$ cat config.mk
export PLATFORM = sky130hd
export DESIGN_NAME = mem_arbiter
export DESIGN_NICKNAME = d
export VERILOG_FILES = /design/src/rtl/cpu_types_pkg.sv /design/src/rtl/mem_arb_starve.sv /design/src/rtl/mem_arbiter.sv
export SDC_FILE = /design/constraint.sdc
export NUM_CORES = 1
export LEC_CHECK = 0
export CAP_MARGIN = 20
export CORE_AREA = 2 2 105 107
export CTS_BUF_LIST = sky130_fd_sc_hd__clkbuf_4 sky130_fd_sc_hd__clkbuf_8 sky130_fd_sc_hd__clkbuf_16
export DETAILED_ROUTE_END_ITERATION = 10
export DIE_AREA = 0 0 107 109
export GPL_TIMING_DRIVEN = 1
export HOLD_SLACK_MARGIN = 0.05
export MAX_ROUTING_LAYER = met4
export PLACE_DENSITY = 0.74
export SYNTH_ARGS = -nofsm -noshare
export SYNTH_HDL_FRONTEND = slang
export SYNTH_SLANG_ARGS = --single-unit
$ cat constraint.sdc
create_clock -name CLK -period 1.45 [get_ports CLK]
set_input_delay 0.2175 -clock CLK [delete_from_list [all_inputs] [get_ports CLK]]
set_output_delay 0.2175 -clock CLK [all_outputs]
set_load 0.01 [all_outputs]
$ cat src/rtl/cpu_types_pkg.sv
// Types shared across the MIPS datapath: the RAM handshake state, the
// shared-port arbiter FSM states, and the default starvation limit.
package cpu_types_pkg;

  typedef logic [31:0] word_t;

  typedef enum logic [1:0] {
    FREE   = 2'd0,
    BUSY   = 2'd1,
    ACCESS = 2'd2,
    ERROR  = 2'd3
  } ramstate_t;

  typedef enum logic [1:0] {
    ARB_IDLE = 2'd0,
    ARB_IGNT = 2'd1,
    ARB_DGNT = 2'd2,
    ARB_DONE = 2'd3
  } arb_state_t;

  localparam int MEM_ARB_STARVE_DEFAULT = 8;

endpackage

$ cat src/rtl/mem_arb_starve.sv
// Saturating count of consecutive cycles the instruction side has waited
// without ownership; at_limit forces the next idle grant to the I side.
module mem_arb_starve import cpu_types_pkg::*; #(
  parameter int LIMIT = MEM_ARB_STARVE_DEFAULT,
  parameter int CNT_W = $clog2(LIMIT + 1)
) (
  input  logic CLK,
  input  logic RST,
  input  logic inc,
  input  logic clr,
  output logic at_limit
);

  localparam logic [CNT_W-1:0] LIMIT_C = CNT_W'(LIMIT);

  logic [CNT_W-1:0] cnt_q, cnt_d;

  always_comb begin
    cnt_d = cnt_q;
    if (clr) begin
      cnt_d = '0;
    end else if (inc && (cnt_q != LIMIT_C)) begin
      cnt_d = cnt_q + CNT_W'(1);
    end
  end

  // NOTE: sequential state is written with <= only, so every flop samples
  // the values from before the edge regardless of block ordering.
  always_ff @(posedge CLK) begin
    if (RST) begin
      cnt_q <= '0;
    end else begin
      cnt_q <= cnt_d;
    end
  end

  assign at_limit = (cnt_q == LIMIT_C);

endmodule

$ cat src/rtl/mem_arbiter.sv
// Shares the single RAM port between instruction fetch and data memory.
// Define MEM_ARB_STATS_EN to add completion/stall counters (icount, dcount, stallcount).
module mem_arbiter import cpu_types_pkg::*; #(
  parameter int STARVE_LIMIT = MEM_ARB_STARVE_DEFAULT
) (
  input  logic        CLK,
  input  logic        RST,
  input  logic        iREN,
  input  logic [31:0] iaddr,
  output logic        iwait,
  output logic [31:0] iload,
  input  logic        dREN,
  input  logic        dWEN,
  input  logic [31:0] daddr,
  input  logic [31:0] dstore,
  output logic        dwait,
  output logic [31:0] dload,
`ifdef MEM_ARB_STATS_EN
  output logic [31:0] icount,
  output logic [31:0] dcount,
  output logic [31:0] stallcount,
`endif
  output logic        ramREN,
  output logic        ramWEN,
  output logic [31:0] ramaddr,
  output logic [31:0] ramstore,
  input  logic [31:0] ramload,
  input  ramstate_t   ramstate
);

  localparam int CNT_W = $clog2(STARVE_LIMIT + 1);

  arb_state_t state_q, state_d;
  logic       dreq;
  logic       ihit, dhit;
  logic       at_limit;

  assign dreq = dREN | dWEN;

  mem_arb_starve #(
    .LIMIT (STARVE_LIMIT),
    .CNT_W (CNT_W)
  ) u_starve (
    .CLK      (CLK),
    .RST      (RST),
    .inc      (iREN && (state_q != ARB_IGNT)),
    .clr      (ihit),
    .at_limit (at_limit)
  );

  always_comb begin
    // NOTE: every signal assigned here gets a default first; a path that
    // skipped one would otherwise infer a latch.
    state_d  = state_q;
    ramREN   = 1'b0;
    ramWEN   = 1'b0;
    ramaddr  = '0;
    ramstore = '0;
    iwait    = 1'b1;
    dwait    = 1'b1;
    iload    = '0;
    dload    = '0;
    ihit     = 1'b0;
    dhit     = 1'b0;

    case (state_q)
      ARB_IDLE: begin
        if (dreq && !at_limit) begin
          state_d = ARB_DGNT;
        end else if (iREN) begin
          state_d = ARB_IGNT;
        end
      end

      ARB_IGNT: begin
        ramaddr = iaddr;
        ramREN  = iREN;
        if (!iREN) begin
          state_d = ARB_IDLE;
        end else if (ramstate == ACCESS) begin
          ihit    = 1'b1;
          iwait   = 1'b0;
          iload   = ramload;
          state_d = ARB_DONE;
        end else if (ramstate == ERROR) begin
          state_d = ARB_IDLE;
        end
      end

      ARB_DGNT: begin
        ramaddr  = daddr;
        ramstore = dstore;
        // A write wins over a read when both are raised together.
        ramWEN   = dWEN;
        ramREN   = dREN & ~dWEN;
        if (!dreq) begin
          state_d = ARB_IDLE;
        end else if (ramstate == ACCESS) begin
          dhit    = 1'b1;
          dwait   = 1'b0;
          dload   = dWEN ? '0 : ramload;
          state_d = ARB_DONE;
        end else if (ramstate == ERROR) begin
          state_d = ARB_IDLE;
        end
      end

      // Turnaround keeps a requester that is still high from a second hit.
      ARB_DONE: state_d = ARB_IDLE;

      default: state_d = ARB_IDLE;
    endcase
  end

  always_ff @(posedge CLK) begin
    if (RST) begin
      state_q <= ARB_IDLE;
    end else begin
      state_q <= state_d;
    end
  end

`ifdef MEM_ARB_STATS_EN
  logic [31:0] icount_q, icount_d;
  logic [31:0] dcount_q, dcount_d;
  logic [31:0] stallcount_q, stallcount_d;

  always_comb begin
    icount_d     = icount_q + 32'(ihit);
    dcount_d     = dcount_q + 32'(dhit);
    stallcount_d = stallcount_q + 32'((iREN | dreq) & ~ihit & ~dhit);
  end

  always_ff @(posedge CLK) begin
    if (RST) begin
      icount_q     <= '0;
      dcount_q     <= '0;
      stallcount_q <= '0;
    end else begin
      icount_q     <= icount_d;
      dcount_q     <= dcount_d;
      stallcount_q <= stallcount_d;
    end
  end

  assign icount     = icount_q;
  assign dcount     = dcount_q;
  assign stallcount = stallcount_q;
`endif

  a_single_hit : assert property (@(posedge CLK) disable iff (RST)
    !((iwait == 1'b0) && (dwait == 1'b0)));

  a_enable_owner : assert property (@(posedge CLK) disable iff (RST)
    (ramREN || ramWEN) |-> ((state_q == ARB_IGNT) || (state_q == ARB_DGNT)));

endmodule

* Word level (Yosys, flattened, before mapping)
Index checks and enable logic that the tools add are counted.
Word-level totals: output and inout port bits 132, bits of input ports 135, register bits 6
Cells by class: bitwise logic cells 3, $add $sub $neg 1, eq/ne operators 9, reductions and logical operators 6, muxes and demuxes 26
Operator list (count):
- $mux W32 | 8
- $pmux W32 S2 | 1
- $mux W2 | 6
- $mux W1 | 9
- $eq A2 B2 Y1 const B | 4
- $pmux W2 S4 | 1
- $add A4 B1 Y4 const B | 1
- $eq A4 B4 Y1 const B | 1
- $ne A4 B4 Y1 const B | 1
- $logic_and A1 B1 Y1 | 3
- $ne A3 B3 Y1 const B | 1
- $eq A2 B1 Y1 const B | 1
- $logic_not A2 Y1 | 1
- $ne A2 B1 Y1 const B | 1
- $pmux W1 S2 | 1
- $reduce_or A2 Y1 | 1
- $and A1 B1 Y1 | 1
- $logic_not A1 Y1 | 1
- $not A1 Y1 | 1
- $or A1 B1 Y1 | 1

* Logic depth before layout (Yosys ltp)
Gate-level depths: netlist of the first run.
depth in word-level cells 5, depth in mapped cells 7, gate-level depth less buffers 6

* Cells and area by module
From an unflattened synthesis of the first run, not the netlist that was laid out.
Second synthesis, totals: cell total of the unflattened synthesis 240, area, all modules 1635.3 µm²
Modules (own cells, without submodules):
- mem_arbiter | cells each 215, area each 1411.4 µm², sequential area each 40.0 µm², times used 1
- mem_arb_starve | cells each 25, area each 224.0 µm², sequential area each 80.1 µm², times used 1

* Worst setup path after synthesis of the first run
OpenSTA, ideal clock, no wires.
path kind reg2out, start point register state_q[1], end point output iload[26], slack -28 ps, cell stages (with the launch flop) 8, arrival time 1260 ps, buffers on the path 2, path through dfxtp_1 > inv_1 > ha_1 > buf_2 > nand2_2 > nor2_4 > buf_4 > and2_1
Between the ends: word-level cells in the longest chain between the ends 2
Ends and longest elaborated chain:
- start: declaration | line mem_arbiter.sv:33 | arb_state_t state_q, state_d;
- start signal: assignment | line mem_arbiter.sv:119 | state_q <= state_d;
- $eq A2 B1 Y1 | line mem_arbiter.sv:66 | case (state_q)
- $mux W32 | line mem_arbiter.sv:66
- end: declaration | line mem_arbiter.sv:11 | output logic [31:0] iload,
Every way passes these cells.

* Final worst setup path of the first run
start point register state_q[0], end point output ramaddr[13]
Between the ends: word-level cells in the longest chain between the ends 2, elaborated cells between the ends (all ways) 3, classes of those cells 2 x eq/ne; 1 x mux
Ends and longest elaborated chain:
- $eq A2 B2 Y1 / $eq A2 B1 Y1 (equally long branches) | line mem_arbiter.sv:66
- $pmux W32 S2 * | line mem_arbiter.sv:66
- end: declaration | line mem_arbiter.sv:25 | output logic [31:0] ramaddr,
Mark *: on every way between the ends. The rest lies on a longest branch, timed or not.

==> results.json, run 1 <==
{
  "grt_first_pass_wirelength_um": 15200,
  "p_leak_nw": 2.56,
  "path_max_fanout": 7,
  "insertion_delay_ns": 0.23,
  "crit_arrival_ns": 1.60,
  "synth_edf_count": 0,
  "overflow": 0,
  "ir_worst_vdd_mv": 0.263,
  "place_ws_ns": -0.672,
  "ios": 267,
  "cellPowerDensity_mw_per_mm2": 395,
  "period_share_pct": 126,
  "wl_met3_um": 859,
  "layout.nets": 694,
  "worst_pin_slew_ns": 0.226,
  "initial_core_util_pct": 15.3,
  "hp-class": "flip-flop to flip-flop",
  "cp-end-kind": "output pin",
  "drt-pass1-iter-count": 4,
  "synth.avg_cell_area_um2": 6.90,
  "areaGrowthSynthToFinish_pct": 261,
  "fp.dieH_um": 109,
  "timing.final.crit_period_ns": 1.82,
  "wl_met2_um": 6790,
  "maxSlewViolCount": 0,
  "crit_chain": "inv_4, ha_4, buf_4, bufbuf_16, a22oi_2, nor2b_2, buf_2",
  "die_w_um": 107,
  "wl_per_cell_um": 17.1,
  "slowest_delay_ns": 0.36,
  "num_vias": 2986,
  "ys_warn_count": 0,
  "antenna_found_initial": 0,
  "cts_tree": "done",
  "layout_commonest_cell": "clkdlybuf4s50_1",
  "ys_ff_latch": 6,
  "clockRootBuffer": "clkbuf_8",
  "skew_ns": 0.00123,
  "synthArstFlopShare_pct": 0,
  "dp_cells": 646,
  "final_cell_mix": "clkdlybuf4s50_1 (134), buf_6 (111), and2_4 (78)",
  "syn_area_mm2": 0.00162,
  "numCtsBuffers": 3,
  "drive_gt1_share_pct": 63.7,
  "portBuffers": 266,
  "finalWorstSetupSlack_ns": -0.372,
  "cts.sinks": 6,
  "coreArea_mm2": 0.0106,
  "synthesis.nets": 376,
  "violations": "setup timing",
  "first_global_vias": 3004,
  "detail-route-antenna-nets": 0,
  "slew_headroom_pct": 84.8,
  "syn_inst": 235,
  "criticalPathCategory": "flip-flop to output pin",
  "hold_viol_final": 0,
  "gp_congestion": 0.790,
  "top_layer": "met4",
  "drt-total-wl_um": 11800,
  "cp-start-kind": "flip-flop",
  "rows": 38,
  "ys.flop_type": "dfxtp_1",
  "cap_viol_max_count": 0,
  "finalSetupViolCount": 138,
  "fin_cells": 691,
  "cts_buffer_depth": 2,
  "cts.clk_slew.worst_paths_ns": 0.04,
  "grt_setup_unrepaired": "yes",
  "status": "finished, violations left",
  "die_area_mm2": 0.0117,
  "synth.area.top_cells": "and2_1 (37%), a22oi_1 (15%), nor2b_1 (12%)",
  "cp_top_family": "buffers and inverters",
  "crit_path_top_delay_cell": "dfxtp_4",
  "path_buf_inv": 4,
  "h-tree-depth": 1,
  "drtIter0Drc": 67,
  "grt_max_degree": 23,
  "synth_top_area_cell": "and2_1",
  "yosysUniqueCellTypes": 37,
  "avgViaCountPerCell": 4.32,
  "n_antenna_cell": 0,
  "drc_errors": 0,
  "synth_top_area_share_pct": 37.4,
  "fmax_mhz": 549,
  "met1Wirelength_um": 4080,
  "ys_seq_area_share_pct": 7.41,
  "grt_usage_pct": 17.0,
  "whs_ns": 0.575,
  "cts_hold_buf": 0,
  "hpwl_um": 7640,
  "worstPathRequired_ns": 1.23
}
-- cell usage after synthesis (2+ instances only) --
| master | count |
|---|---|
| a211oi_1 | 2 |
| a22oi_1 | 32 |
| and2_1 | 97 |
| buf_1 | 2 |
| buf_2 | 8 |
| buf_4 | 4 |
| clkbuf_1 | 6 |
| dfxtp_1 | 6 |
| ha_1 | 6 |
| inv_1 | 5 |
| nand2_1 | 2 |
| nand2_2 | 2 |
| nand3_1 | 2 |
| nor2_1 | 2 |
| nor2b_1 | 32 |
| nor2b_2 | 2 |
| nor3_1 | 4 |
| xor2_1 | 2 |
-- layout make-up --
class | count | area [µm²]
fillers | 905 | 4740
repair buffers | 333 | 3540
multi-input cells | 204 | 1950
well taps | 140 | 175
flip-flops and latches | 6 | 128
clock buffers | 3 | 41.3
inverters | 5 | 26.3
-- state kept, by name, indices dropped and copies added (netlist names) --
register	flops
state_q	2
u_starve.cnt_q	4
-- power breakdown --
group	internal (W)	switching, W	leakage (nW)
Sequential	0.000178	0.0000151	0.0504
Combinational	0.00120	0.000664	2.48
Clock	0.000179	0.0000813	0.0216
Total	0.00156	0.000761	2.56
-- metal layers --
metal	GRT usage (%)	vias up
met5	-	-
li1	-	1420
met2	34.3	146
met4	3.71	0
met1	16.9	1413
met3	2.93	7
-- cells by family (layout without fill, tap and decap cells) --
group / Yosys count / after routing / synth area share [%]
compound gates: 44 / 44 / 20.1
xor+xnor: 3 / 3 / 1.62
fa+ha+maj: 6 / 6 / 4.63
buf+inv: 25 / 341 / 7.33
flops: 6 / 6 / 7.41
mux: 1 / 1 / 0.617
simple gates: 150 / 150 / 58.3
-- tightest hold or removal path, cell delays in order (launching register included) --
cell,delay (ns)
dfxtp_1,0.32
xor2_1,0.15
nor3_1,0.05
-- final timing paths --
path	to	slack (ns)	cells past startpoint	from
worst max-delay path	ramaddr[13]	-0.37	7	state_q[0]
worst min-delay path	u_starve.cnt_q[2]	0.57	2	u_starve.cnt_q[2]
worst max register to register	u_starve.cnt_q[3]	-0.22	9	state_q[0]
worst min register to register	u_starve.cnt_q[2]	0.57	2	u_starve.cnt_q[2]
-- timing repair --
item | in CTS | in global routing
cloned | 8 | 11
endpoints found under the setup margin | 137 | 138
endpoints found under the hold margin | 0 | 0
resized for setup | 623 | 213
pin swaps | 19 | 58
buffers inserted | 19 | 7
-- per-stage QoR --
step	util [%]	instance area, µm²	power (W)	TNS [ns]
5_1_grt	55.3	5860	0.00244	-44.88
2_1_floorplan	-	1620	0.000620	-0.0176
3_3_place_gp	43.3	4590	0.00139	-75.92
3_5_place_dp	43.3	4590	0.00141	-78.28
6_report	55.3	5860	0.00232	-38.69
4_1_cts	45.4	4810	0.00189	-42.46
Power figures use the tool's default switching activity.
==> run 2, diff against run 1 <==
PLACE_DENSITY = default   (was 0.74)
SKIP_LAST_GASP = 1   (was default)
==> run 2 against run 1 <==
Effect of this change: the flow still finishes with violations (setup timing); clock skew is 0.0061 ns higher; sequential power hardly changed; via count is 3.3% lower; largest power group unchanged.
==> results.json, run 2 (synthesis gave the netlist of run 1 again) <==
{
  "place_ws_ns": -0.687,
  "worst_pin_slew_ns": 0.203,
  "ios": 267,
  "layout_commonest_cell": "clkdlybuf4s50_1",
  "n_antenna_cell": 0,
  "p_leak_nw": 2.26,
  "skew_ns": 0.00731,
  "fin_cells": 684,
  "grt_max_degree": 34,
  "crit_path_top_delay_cell": "dfxtp_4",
  "initial_core_util_pct": 15.3,
  "cts_buffer_depth": 2,
  "slowest_delay_ns": 0.35,
  "h-tree-depth": 1,
  "crit_chain": "inv_4, ha_4, nand3b_1, nor2_4, buf_6, clkbuf_16, and2_1, buf_2",
  "avgViaCountPerCell": 4.22,
  "criticalPathCategory": "flip-flop to output pin",
  "fp.dieH_um": 109,
  "postPlaceCellArea_mm2": 0.00460,
  "largest_reg_flops": 4,
  "num_vias": 2887,
  "finalWorstSetupSlack_ns": -0.413,
  "hp-class": "flip-flop to flip-flop",
  "r2r-end": "u_starve.cnt_q[3]",
  "utilization_pct": 47.1,
  "die_w_um": 107,
  "dp_cells": 646,
  "antenna_found_initial": 0,
  "cts_tree": "done",
  "period_share_pct": 128,
  "path_max_fanout": 8,
  "grt_first_pass_wirelength_um": 14800,
  "regMostFlops": "u_starve.cnt_q",
  "reg2reg_slack_ns": -0.13,
  "insertion_delay_ns": 0.23,
  "cts_hold_buf": 0,
  "detail-route-antenna-nets": 0,
  "crit_start": "state_q[0]",
  "largest_registers": "u_starve.cnt_q: 4 flops, state_q: 2 flops",
  "finalSetupViolCount": 136,
  "first_global_vias": 2904,
  "worstRegToRegCells": 8,
  "layout.nets": 687,
  "wl_per_cell_um": 16.4,
  "r2r-start": "state_q[0]",
  "portBuffers": 266,
  "drt-pass1-iter-count": 4,
  "final_cell_mix": "clkdlybuf4s50_1 (134), buf_2 (80), and2_1 (79)",
  "violations": "setup timing",
  "crit_path_end": "dload[20]",
  "numCtsBuffers": 3,
  "cp-end-kind": "output pin",
  "cts.clk_slew.worst_paths_ns": 0.04,
  "overflow": 0,
  "drt-total-wl_um": 11200,
  "clockRootBuffer": "clkbuf_8",
  "cellPowerDensity_mw_per_mm2": 393,
  "gp_congestion": 0.766,
  "cp-start-kind": "flip-flop",
  "grt_setup_unrepaired": "yes",
  "cap_viol_max_count": 0,
  "status": "finished, violations left",
  "hold_viol_final": 0,
  "worstPathRequired_ns": 1.23,
  "drc_errors": 0,
  "coreArea_mm2": 0.0106,
  "drive_gt1_share_pct": 46.9,
  "design_area_mm2": 0.00499,
  "slew_headroom_pct": 86.4,
  "fmax_mhz": 537,
  "areaGrowthSynthToFinish_pct": 208,
  "fillers": 1030,
  "rows": 38,
  "grt_usage_pct": 16.6,
  "maxSlewViolCount": 0,
  "hpwl_um": 7750,
  "timing.final.crit_period_ns": 1.86,
  "cts.sinks": 6,
  "die_area_mm2": 0.0117,
  "crit_arrival_ns": 1.65,
  "ir_worst_vdd_mv": 0.244,
  "drtIter0Drc": 62
}
[run 2: cell types whose count changed in the layout (fill, tap and decap cells not counted), sizes merged]
cell / previous run / this run
dlygate4sd2: 0 / 2
bufbuf: 1 / 0
buf: 188 / 156
clkdlybuf4s15: 0 / 15
clkbuf: 13 / 22
[run 2: timing repair]
action,4_1_cts,5_1_grt
gates cloned,5,6
endpoints found under the hold margin,0,0
buffers inserted,15,15
pin swaps,8,15
endpoints found under the setup margin,137,138
resized for setup,480,137
[run 2: worst max-delay path: cells and delay by family (launching register included)]
family,cells,cell delay (ns)
flip-flops,1,0.35
AND/OR/NAND/NOR,3,0.42
adder cells (fa/ha/maj),1,0.18
buffers and inverters,4,0.47
[run 2: layout make-up]
| cell class | instances | area (µm²) | share of cell area (%) |
|---|---|---|---|
| repair buffers | 326 | 2960 | 59.3 |
| multi-input cells | 204 | 1660 | 33.3 |
| well taps | 140 | 175 | 3.51 |
| flip-flops and latches | 6 | 129 | 2.58 |
| clock buffers | 3 | 41.3 | 0.827 |
| inverters | 5 | 26.3 | 0.526 |
[run 2: where the power goes]
part | internal [W] | switching, W
logic | 0.000939 | 0.000566
clock network | 0.000179 | 0.0000829
registers | 0.000179 | 0.0000150
total | 0.00130 | 0.000664
[run 2: worst min-delay path by stage]
stage,from,end,slack (ns),cells past startpoint
finish,u_starve.cnt_q[2],u_starve.cnt_q[2],0.58,2
global route,u_starve.cnt_q[2],u_starve.cnt_q[2],0.62,2
CTS,u_starve.cnt_q[2],u_starve.cnt_q[2],0.58,2
detailed placement,u_starve.cnt_q[2],u_starve.cnt_q[2],0.56,2
global placement,u_starve.cnt_q[2],u_starve.cnt_q[2],0.57,2
floorplan,RST,state_q[1],0.29,1
[run 2: metal layers]
metal	wire length (µm)	vias to the layer above	global-route usage, %
li1	-	1418	-
met2	6130	152	33.3
met3	883	11	3.59
met1	4040	1306	16.6
met4	136	0	2.60
met5	0	-	-
[run 2: metrics by stage]
stage,TNS [ns],hold slack (ns),total power [W]
2_1_floorplan,-0.0176,0.287,0.000620
3_3_place_gp,-72.71,0.570,0.00141
3_5_place_dp,-75.01,0.561,0.00142
4_1_cts,-44.28,0.577,0.00181
5_1_grt,-49.25,0.621,0.00208
6_report,-41.66,0.581,0.00196
